$ cat config.mk
export PLATFORM = sky130hd
export DESIGN_NAME = ping_responder
export DESIGN_NICKNAME = d
export VERILOG_FILES = /design/src/rtl/ping_pkg.sv /design/src/rtl/sync_edge.sv /design/src/rtl/ping_responder.sv
export SDC_FILE = /design/constraint.sdc
export NUM_CORES = 1
export LEC_CHECK = 0
export BUFFER_PORTS_ARGS = -buffer_cell sky130_fd_sc_hd__buf_2
export CORE_ASPECT_RATIO = 0.75
export CORE_MARGIN = 10
export CORE_UTILIZATION = 50
export CTS_CLUSTER_SIZE = 12
export DETAILED_ROUTE_END_ITERATION = 16
export HOLD_SLACK_MARGIN = 0.03
export PLACE_DENSITY = 0.75
export SLEW_MARGIN = 5
export SYNTH_ARGS = -nofsm -noshare
export SYNTH_HDL_FRONTEND = slang
export SYNTH_SLANG_ARGS = --single-unit
export TNS_END_PERCENT = 1
$ cat constraint.sdc
create_clock -name CLK -period 2.35 [get_ports CLK]
set_input_delay 0.235 -clock CLK [delete_from_list [all_inputs] [get_ports CLK]]
set_output_delay 0.235 -clock CLK [all_outputs]
set_load 0.1 [all_outputs]
$ cat src/rtl/ping_pkg.sv
// Shared definitions for the ping initiator and responder: FSM encoding and default 50 MHz timing.
// No logic; constants and a width helper only.
package ping_pkg;

    typedef enum logic [2:0] {
        ST_IDLE    = 3'd0,
        ST_TRIG    = 3'd1,
        ST_HOLDOFF = 3'd2,
        ST_ECHO    = 3'd3,
        ST_RECOVER = 3'd4,
        ST_WAITLOW = 3'd5
    } ping_state_t;

    // Defaults at 50 MHz: 2 us / 5 us trigger window, 750 us holdoff, 58 us per cm, 200 us dead time
    localparam int TRIG_MIN_CYC_DEF = 100;
    localparam int TRIG_MAX_CYC_DEF = 250;
    localparam int HOLDOFF_CYC_DEF  = 37500;
    localparam int CYC_PER_CM_DEF   = 2900;
    localparam int RECOVER_CYC_DEF  = 10000;

    localparam int DIST_W = 8;

    function automatic int max3(input int a, input int b, input int c);
        int m;
        m = a;
        if (b > m) m = b;
        if (c > m) m = c;
        return m;
    endfunction

endpackage

$ cat src/rtl/sync_edge.sv
// 2-FF synchronizer with edge detect; level is 2 cycles behind din, edges are single-cycle pulses.
// Edges stay masked until the pipeline holds real samples, so a line already high at reset release is not an edge.
module sync_edge (
    input  logic clk,
    input  logic rst_n,
    input  logic din,
    output logic level,
    output logic rise,
    output logic fall
);

    logic       sync1;
    logic       sync2;
    logic       prev;
    logic [2:0] fill;

    always_ff @(posedge clk) begin
        if (!rst_n) begin
            sync1 <= 1'b0;
            sync2 <= 1'b0;
            prev  <= 1'b0;
            fill  <= 3'b000;
        end else begin
            sync1 <= din;
            sync2 <= sync1;
            prev  <= sync2;
            fill  <= {fill[1:0], 1'b1};
        end
    end

    assign level = sync2;
    assign rise  = fill[2] &  sync2 & ~prev;
    assign fall  = fill[2] & ~sync2 &  prev;

endmodule

$ cat src/rtl/ping_responder.sv
// Ultrasonic-style ping target: validates a trigger pulse, waits HOLDOFF_CYC, then drives an echo of max(D,1)*CYC_PER_CM cycles.
// No flow control; the line is only driven in ECHO and input activity outside IDLE/TRIG/WAITLOW is ignored.
module ping_responder
    import ping_pkg::*;
#(
    parameter int TRIG_MIN_CYC = TRIG_MIN_CYC_DEF,
    parameter int TRIG_MAX_CYC = TRIG_MAX_CYC_DEF,
    parameter int HOLDOFF_CYC  = HOLDOFF_CYC_DEF,
    parameter int CYC_PER_CM   = CYC_PER_CM_DEF,
    parameter int RECOVER_CYC  = RECOVER_CYC_DEF
) (
    input  logic              CLK,
    input  logic              RESET_N,
    input  logic              SIG_IN,
    output logic              SIG_OUT,
    output logic              SIG_OE,
    input  logic [DIST_W-1:0] DIST_CM,
    output logic              BUSY,
    output logic              ECHO_DONE,
    output logic              TRIG_ERR
);

    // One shared phase counter covers trigger width, holdoff and recovery; it must hold TRIG_MAX_CYC+1
    localparam int CNT_W = $clog2(max3(TRIG_MAX_CYC + 1, HOLDOFF_CYC, RECOVER_CYC) + 1);
    localparam int CYC_W = (CYC_PER_CM > 1) ? $clog2(CYC_PER_CM) : 1;

    localparam logic [CNT_W-1:0]  TRIG_MIN_C   = CNT_W'(TRIG_MIN_CYC);
    localparam logic [CNT_W-1:0]  TRIG_MAX_C   = CNT_W'(TRIG_MAX_CYC);
    localparam logic [CNT_W-1:0]  HOLDOFF_LAST = CNT_W'(HOLDOFF_CYC - 1);
    localparam logic [CNT_W-1:0]  RECOVER_C    = CNT_W'(RECOVER_CYC);
    localparam logic [CYC_W-1:0]  CYC_LAST     = CYC_W'(CYC_PER_CM - 1);

    ping_state_t       state;
    ping_state_t       state_nxt;
    logic [CNT_W-1:0]  cnt;
    logic [CYC_W-1:0]  cyc_cnt;
    logic [DIST_W-1:0] cm_cnt;
    logic [DIST_W-1:0] dist_q;

    logic line_lvl;
    logic line_rise;
    logic line_fall;
    logic in_window;
    logic too_long;
    logic holdoff_done;
    logic recover_done;
    logic echo_last;

    sync_edge u_sync (
        .clk   (CLK),
        .rst_n (RESET_N),
        .din   (SIG_IN),
        .level (line_lvl),
        .rise  (line_rise),
        .fall  (line_fall)
    );

    // In TRIG, cnt equals the number of high cycles already seen before the current one
    assign in_window    = (cnt >= TRIG_MIN_C) && (cnt <= TRIG_MAX_C);
    assign too_long     = line_lvl && (cnt > TRIG_MAX_C);
    assign holdoff_done = (cnt == HOLDOFF_LAST);
    assign recover_done = (cnt == RECOVER_C);
    assign echo_last    = (cm_cnt == '0);

    always_ff @(posedge CLK) begin
        if (!RESET_N) begin
            state <= ST_IDLE;
        end else begin
            state <= state_nxt;
        end
    end

    always_comb begin
        state_nxt = state;
        case (state)
            ST_IDLE: begin
                if (line_rise) state_nxt = ST_TRIG;
            end
            ST_TRIG: begin
                if (line_fall)     state_nxt = in_window ? ST_HOLDOFF : ST_IDLE;
                else if (too_long) state_nxt = ST_WAITLOW;
            end
            ST_HOLDOFF: begin
                if (holdoff_done) state_nxt = ST_ECHO;
            end
            ST_ECHO: begin
                if (echo_last) state_nxt = ST_RECOVER;
            end
            ST_RECOVER: begin
                if (recover_done) state_nxt = line_lvl ? ST_WAITLOW : ST_IDLE;
            end
            ST_WAITLOW: begin
                if (!line_lvl) state_nxt = ST_IDLE;
            end
            default: state_nxt = ST_IDLE;
        endcase
    end

    always_comb begin
        BUSY      = (state != ST_IDLE);
        SIG_OE    = (state == ST_ECHO);
        SIG_OUT   = (state == ST_ECHO) && !echo_last;
        ECHO_DONE = (state == ST_ECHO) && echo_last;
        TRIG_ERR  = (state == ST_TRIG) && ((line_fall && !in_window) || too_long);
    end

    // Echo width = cm down-counter times a per-cm cycle counter; cm_cnt reaching 0 marks the release cycle
    always_ff @(posedge CLK) begin
        if (!RESET_N) begin
            cnt     <= '0;
            cyc_cnt <= '0;
            cm_cnt  <= '0;
            dist_q  <= '0;
        end else begin
            case (state)
                ST_IDLE: begin
                    cnt <= line_rise ? CNT_W'(1) : '0;
                end
                ST_TRIG: begin
                    if (line_fall && in_window) begin
                        cnt    <= CNT_W'(1);
                        dist_q <= DIST_CM;
                    end else if (line_lvl) begin
                        cnt <= cnt + CNT_W'(1);
                    end else begin
                        cnt <= '0;
                    end
                end
                ST_HOLDOFF: begin
                    if (holdoff_done) begin
                        cnt     <= '0;
                        cyc_cnt <= '0;
                        cm_cnt  <= (dist_q == '0) ? DIST_W'(1) : dist_q;
                    end else begin
                        cnt <= cnt + CNT_W'(1);
                    end
                end
                ST_ECHO: begin
                    if (echo_last) begin
                        cnt     <= CNT_W'(1);
                        cyc_cnt <= '0;
                    end else if (cyc_cnt == CYC_LAST) begin
                        cyc_cnt <= '0;
                        cm_cnt  <= cm_cnt - DIST_W'(1);
                    end else begin
                        cyc_cnt <= cyc_cnt + CYC_W'(1);
                    end
                end
                ST_RECOVER: begin
                    cnt <= recover_done ? '0 : cnt + CNT_W'(1);
                end
                default: begin
                    cnt <= '0;
                end
            endcase
        end
    end

endmodule

Word level (Yosys, flattened, before mapping):

Cells that the tools add are included.

* bits in registers: 53
* bits of input ports: 11
* output and inout port bits: 5

* $add $sub $neg: 3
* magnitude comparators: 3
* equality and inequality tests: 16
* mux-type cells: 27
* bitwise operators: 6
* reduce and logical (&&, ||, !) cells: 19

Operator list (count)
* 16-bit two-way mux: 5
* 16-bit one-hot mux with 5 select lines: 1
* 12-bit two-way mux: 3
* 8-bit two-way mux: 4
* 3-bit two-way mux: 8
* 12-bit one-hot mux with 2 select lines: 1
* 3-bit one-hot mux with 6 select lines: 1
* 16-bit by 1-bit adder with 16-bit output, second input constant: 1
* 16-bit by 14-bit equality test with 1-bit output, second input constant: 1
* 16-bit equality test, second input constant: 1
* 16-bit by 7-bit >= comparator with 1-bit output, second input constant: 1
* 16-bit by 8-bit greater-than comparator with 1-bit output, second input constant: 1
* 16-bit by 8-bit less-or-equal comparator with 1-bit output, second input constant: 1
* 8-bit zero test: 2
* 8-bit one-hot mux with 2 select lines: 1
* 12-bit by 1-bit adder with 12-bit output, second input constant: 1
* 12-bit equality test, second input constant: 1
* 2-bit inequality test, second input constant: 5
* 8-bit by 1-bit subtractor with 8-bit output, second input constant: 1
* 1-bit logical AND: 7
* 3-bit by 2-bit equality test with 1-bit output, second input constant: 2
* 3-bit equality test, second input constant: 2
* 6-bit AND reduction: 1
* 1-bit bitwise AND: 4
* other kinds (13): 18

Logic depth before layout (Yosys ltp):

* depth in word-level cells: 6
* gate-level depth with buffers: 9
* gate-level depth less buffers: 8

Hierarchy:

From an unflattened synthesis, not the netlist that was laid out.

* cell total of the unflattened synthesis: 362
* area total of the unflattened synthesis: 2969.1 um^2

Modules (own cells, without submodules)
* ping_responder: instances 1, cells an instance 349, area each 2798.9 um^2, sequential area each 940.9 um^2
* sync_edge: instances 1, cells an instance 13, area each 170.2 um^2, sequential area each 120.1 um^2

Worst setup path after synthesis:

No wires, ideal clock.

* path kind: register to output
* start: register cnt[4]
* end: output port TRIG_ERR
* arrival: 3.309 ns
* data required time: 2.115 ns
* setup slack: -1.194 ns
* stages on the path, launching flop included: 6
* buffers on the path: 1
* cells stage by stage: dfxtp_1 > clkbuf_1 > nand4_1 > o311ai_0 > a21oi_1 > nor3_1

* cells in the longest elaborated chain, start to end: 6
* elaborated cells between the ends (all ways): 9
* those cells by class: order compare: 3; reduce/logical: 6

Ends and longest elaborated chain
* start: declaration: RTL line ping_responder.sv:35 `logic [CNT_W-1:0] cnt;`
* start signal: assignment: RTL line ping_responder.sv:117 `cnt <= line_rise ? CNT_W'(1) : '0;`
* start signal: assignment: RTL line ping_responder.sv:124 `cnt <= cnt + CNT_W'(1);`
* start signal: assignment: RTL line ping_responder.sv:135 `cnt <= cnt + CNT_W'(1);`
* 16-bit by 7-bit >= comparator with 1-bit output or 16-bit by 8-bit less-or-equal comparator with 1-bit output (tied branches): RTL line ping_responder.sv:59 `assign in_window = (cnt >= TRIG_MIN_C) && (cnt <= TRIG_MAX_C);`
* 1-bit logical AND: RTL line ping_responder.sv:59
* 1-bit zero test: RTL line ping_responder.sv:104 `TRIG_ERR = (state == ST_TRIG) && ((line_fall && !in_window) || too_long);`
* 1-bit logical AND: RTL line ping_responder.sv:104
* 1-bit logical OR *: RTL line ping_responder.sv:104
* 1-bit logical AND *: RTL line ping_responder.sv:104
* end: declaration: RTL line ping_responder.sv:20 `output logic TRIG_ERR`

Every way passes the cells marked *; elsewhere a longest branch is shown, timed or not.

Worst setup path after layout:

* start: register cnt[6]
* end: output port TRIG_ERR

The elaborated chain is that of the path after synthesis.

==> flow_metrics.tcl <==
set metrics [dict create \
    status "completed" \
    worst-path-max-fanout 9 \
    post_dp_cell_area_mm2 0.00344 \
    ant_nets 0 \
    synth_flop_cell "dfxtp_1" \
    io_buffer_count 15 \
    cp-start-kind "flip-flop" \
    min_path_type "in -> reg" \
    dieArea_mm2 0.00989 \
    start_util_pct 52.9 \
    stdcell_count 486 \
    insertion_delay_ps 330 \
    worst_r2r_endpoint "cm_cnt[4]" \
    cts_tree "built" \
    tightest_slew_ps 550 \
    dpl.hpwl_mm 5.44 \
    finalCriticalPeriod_ps 2260 \
    power.leakage_uw 0.00128 \
    grt-ovfl-total 0 \
    required_ps 2120 \
    synth_edf_count 0 \
    clock.fmax_mhz 442 \
    nFillCells 515 \
    layout-drive-gt1-share_pct 17.4 \
    numClockSinks 53 \
    via_count 3054 \
    r2r_slack_ps 140 \
    grt_max_degree 21 \
    r2r-start "cm_cnt[0]" \
    met2_usage_pct 22.3 \
    die_y_um 88.7 \
    ios 16 \
    relSlewSlack_pct 63.0 \
    rsz0062_at_grt "true" \
    yosysWarningCount 0 \
    dp_cells 478 \
    hp-start "SIG_IN" \
    cts_buffers 5 \
    grt_pass1_wl_mm 13.2 \
    postSynth.asyncResetShare_pct 0 \
    setup_viol 0 \
    final_cell_area_mm2 0.00359 \
    htreeDepth 2 \
    gr-usage-met3_pct 3.31 \
    ir_drop_mv 0.339 \
    cp-end-kind "output port" \
    cts_buffer_depth 2 \
    route.detailed.drc 0 \
    syn_to_final_growth_pct 14.1 \
    use_met1_pct 22.9 \
    nets 423 \
    pre_cts_ws_ps 29.3 \
    report.final.hold_viol_count 0 \
    p_per_area_mw_per_mm2 446 \
    postSynthCellCount 391 \
    num_antenna_cells 0 \
    hold_end "u_sync.sync1" \
    period_share_pct 96.2 \
    setup_ws_ps 89.3 \
    yosysSeqAreaShare_pct 33.8 \
    critical_path_class "reg -> out" \
    drt-pass1-iter-count 7 \
    critPathArrivalTime_ps 2030 \
    synth_cell_types 63 \
    whs_path_depth 2 \
    final_max_slew_viol_count 0 \
    drt_wl_total_mm 7.75 \
    grt-busiest-layer "met1" \
    vias_per_cell 6.28 \
    die_width_um 112 \
    antenna_found_initial 0 \
    drt_iter0_markers 279 \
    maxCapViolCount 0 \
    groute.usage.overall_pct 15.7 \
    cts_hold_buf 0 \
    synth_nets 407 \
    rr_worst_depth 8 \
    ys_seq_elements 53 \
    gp_congestion 0.906 \
    synth_area_mm2 0.00314 \
    num_rows 24 \
    grt_pass1_vias 2635 \
    core_area_mm2 0.00595 \
    wire_per_inst_um 16.0 \
    finClkSkew_ps 12.5 \
    root_buffer "clkbuf_8" \
    syn_avg_cell_area_um2 8.04 \
    path_clk_slew_ps 100 \
]
-- how the worst max path moves through the flow --
stage | from | end | slack, ps | cells after the start
floorplan | state[0] | ECHO_DONE | -310 | 5
global placement | cm_cnt[0] | cm_cnt[7] | 70 | 8
detailed placement | cm_cnt[0] | cm_cnt[4] | 30 | 8
CTS | cm_cnt[0] | cm_cnt[4] | -5 | 8
global route | cnt[6] | TRIG_ERR | -40 | 7
finish | cnt[6] | TRIG_ERR | 90 | 7
-- sequential cells by signal (all words and copies together) (netlist names) --
signal and count:
u_sync.sync1 1, cnt 16, u_sync.fill 3, u_sync.level 1
u_sync.prev 1, cyc_cnt 12, state 3, dist_q 8
cm_cnt 8
-- cells in the final DEF (no fill, tap or decap), types with 3 or more instances in the layout --
master	n
nand4b_1	3
dfxtp_1	51
nor3_1	5
inv_1	12
a31oi_1	7
o211ai_1	16
o21ai_0	17
and2_1	8
and4_1	5
nand3b_1	3
mux2i_1	9
or3_1	3
a311oi_1	3
o31ai_1	5
a22oi_1	3
ha_1	5
buf_12	4
nor2_1	40
a211oi_1	6
nor4_1	9
and3_1	8
a22o_1	3
xor2_1	9
buf_2	11
a21oi_1	16
nand2_1	39
buf_4	23
nor3b_1	3
nand4_1	10
nand3_1	14
clkbuf_8	5
-- area by class of cell --
type                            count  area, µm²  share of cell area (%)
Multi-Input combinational cell    294       1940                    54.2
Sequential cell                    53       1060                    29.6
Timing Repair Buffer               38        308                    8.58
Tap cell                           78       97.6                    2.72
Clock buffer                        5       68.8                    1.92
Inverter                           15       60.1                    1.67
Clock inverter                      3       46.3                    1.29
-- synth_stat cells (6+ instances only) --
| master | number | area [µm²] |
|---|---|---|
| and2_1 | 8 | 50.1 |
| nor2_1 | 40 | 150 |
| nand3_1 | 14 | 70.1 |
| xor2_1 | 9 | 78.8 |
| dfxtp_1 | 53 | 1060 |
| nor3_1 | 6 | 30.0 |
| inv_1 | 13 | 48.8 |
| nand2_1 | 39 | 146 |
| clkbuf_1 | 22 | 82.6 |
| mux2i_1 | 9 | 90.1 |
| nand4_1 | 10 | 62.6 |
| a31oi_1 | 8 | 50.1 |
| and3_1 | 8 | 50.1 |
| a211oi_1 | 6 | 45.0 |
| o211ai_1 | 16 | 120 |
| nor4_1 | 11 | 68.8 |
| o21ai_0 | 17 | 85.1 |
| a21oi_1 | 16 | 80.1 |
-- report_power, final --
group | switching [µW] | internal (µW)
registers | 4.47 | 903
clock network | 323 | 319
logic | 31.7 | 18.8
-- cells by family after synthesis --
family	Yosys count	synth area share, %
DFF	53	33.8
muxes	9	2.87
AOI/OAI and AO/OA	100	22.6
adders and majority gates	5	1.99
buffers and inverters	44	6.09
xor gates and xnor gates	10	2.79
and+or+nand+nor	170	29.9
-- through the flow --
stage          total power, µW  utilization, %  hold WS, ps  setup TNS [ps]
6_report                  1600            60.3          120               0
5_1_grt                   1650            60.3          113           -37.3
4_1_cts                   1610            59.8          113           -5.10
3_5_place_dp               978            57.9          419               0
3_3_place_gp               976            57.9          417               0
2_1_floorplan              956               -          263           -1130
-- routing by layer --
layer	vias to the layer above	part of all wire, %
met3	10	7.2
met4	0	1.3
met2	123	41
met5	-	0
li1	1487	-
met1	1434	50
-- critical path, stage by stage (launching register included) --
cell	delay (ps)
dfxtp_1	370
buf_4	180
nand4_1	170
o311ai_1	370
buf_4	190
a21oi_1	60
nor3_4	160
buf_12	200
-- timing repair --
item | CTS | global route
resized for setup | 1 | 7
buffers inserted | 0 | 0
setup endpoints to repair | 2 | 27
pin swaps | 0 | 2
No activity file was read; power rests on OpenSTA's default activity.
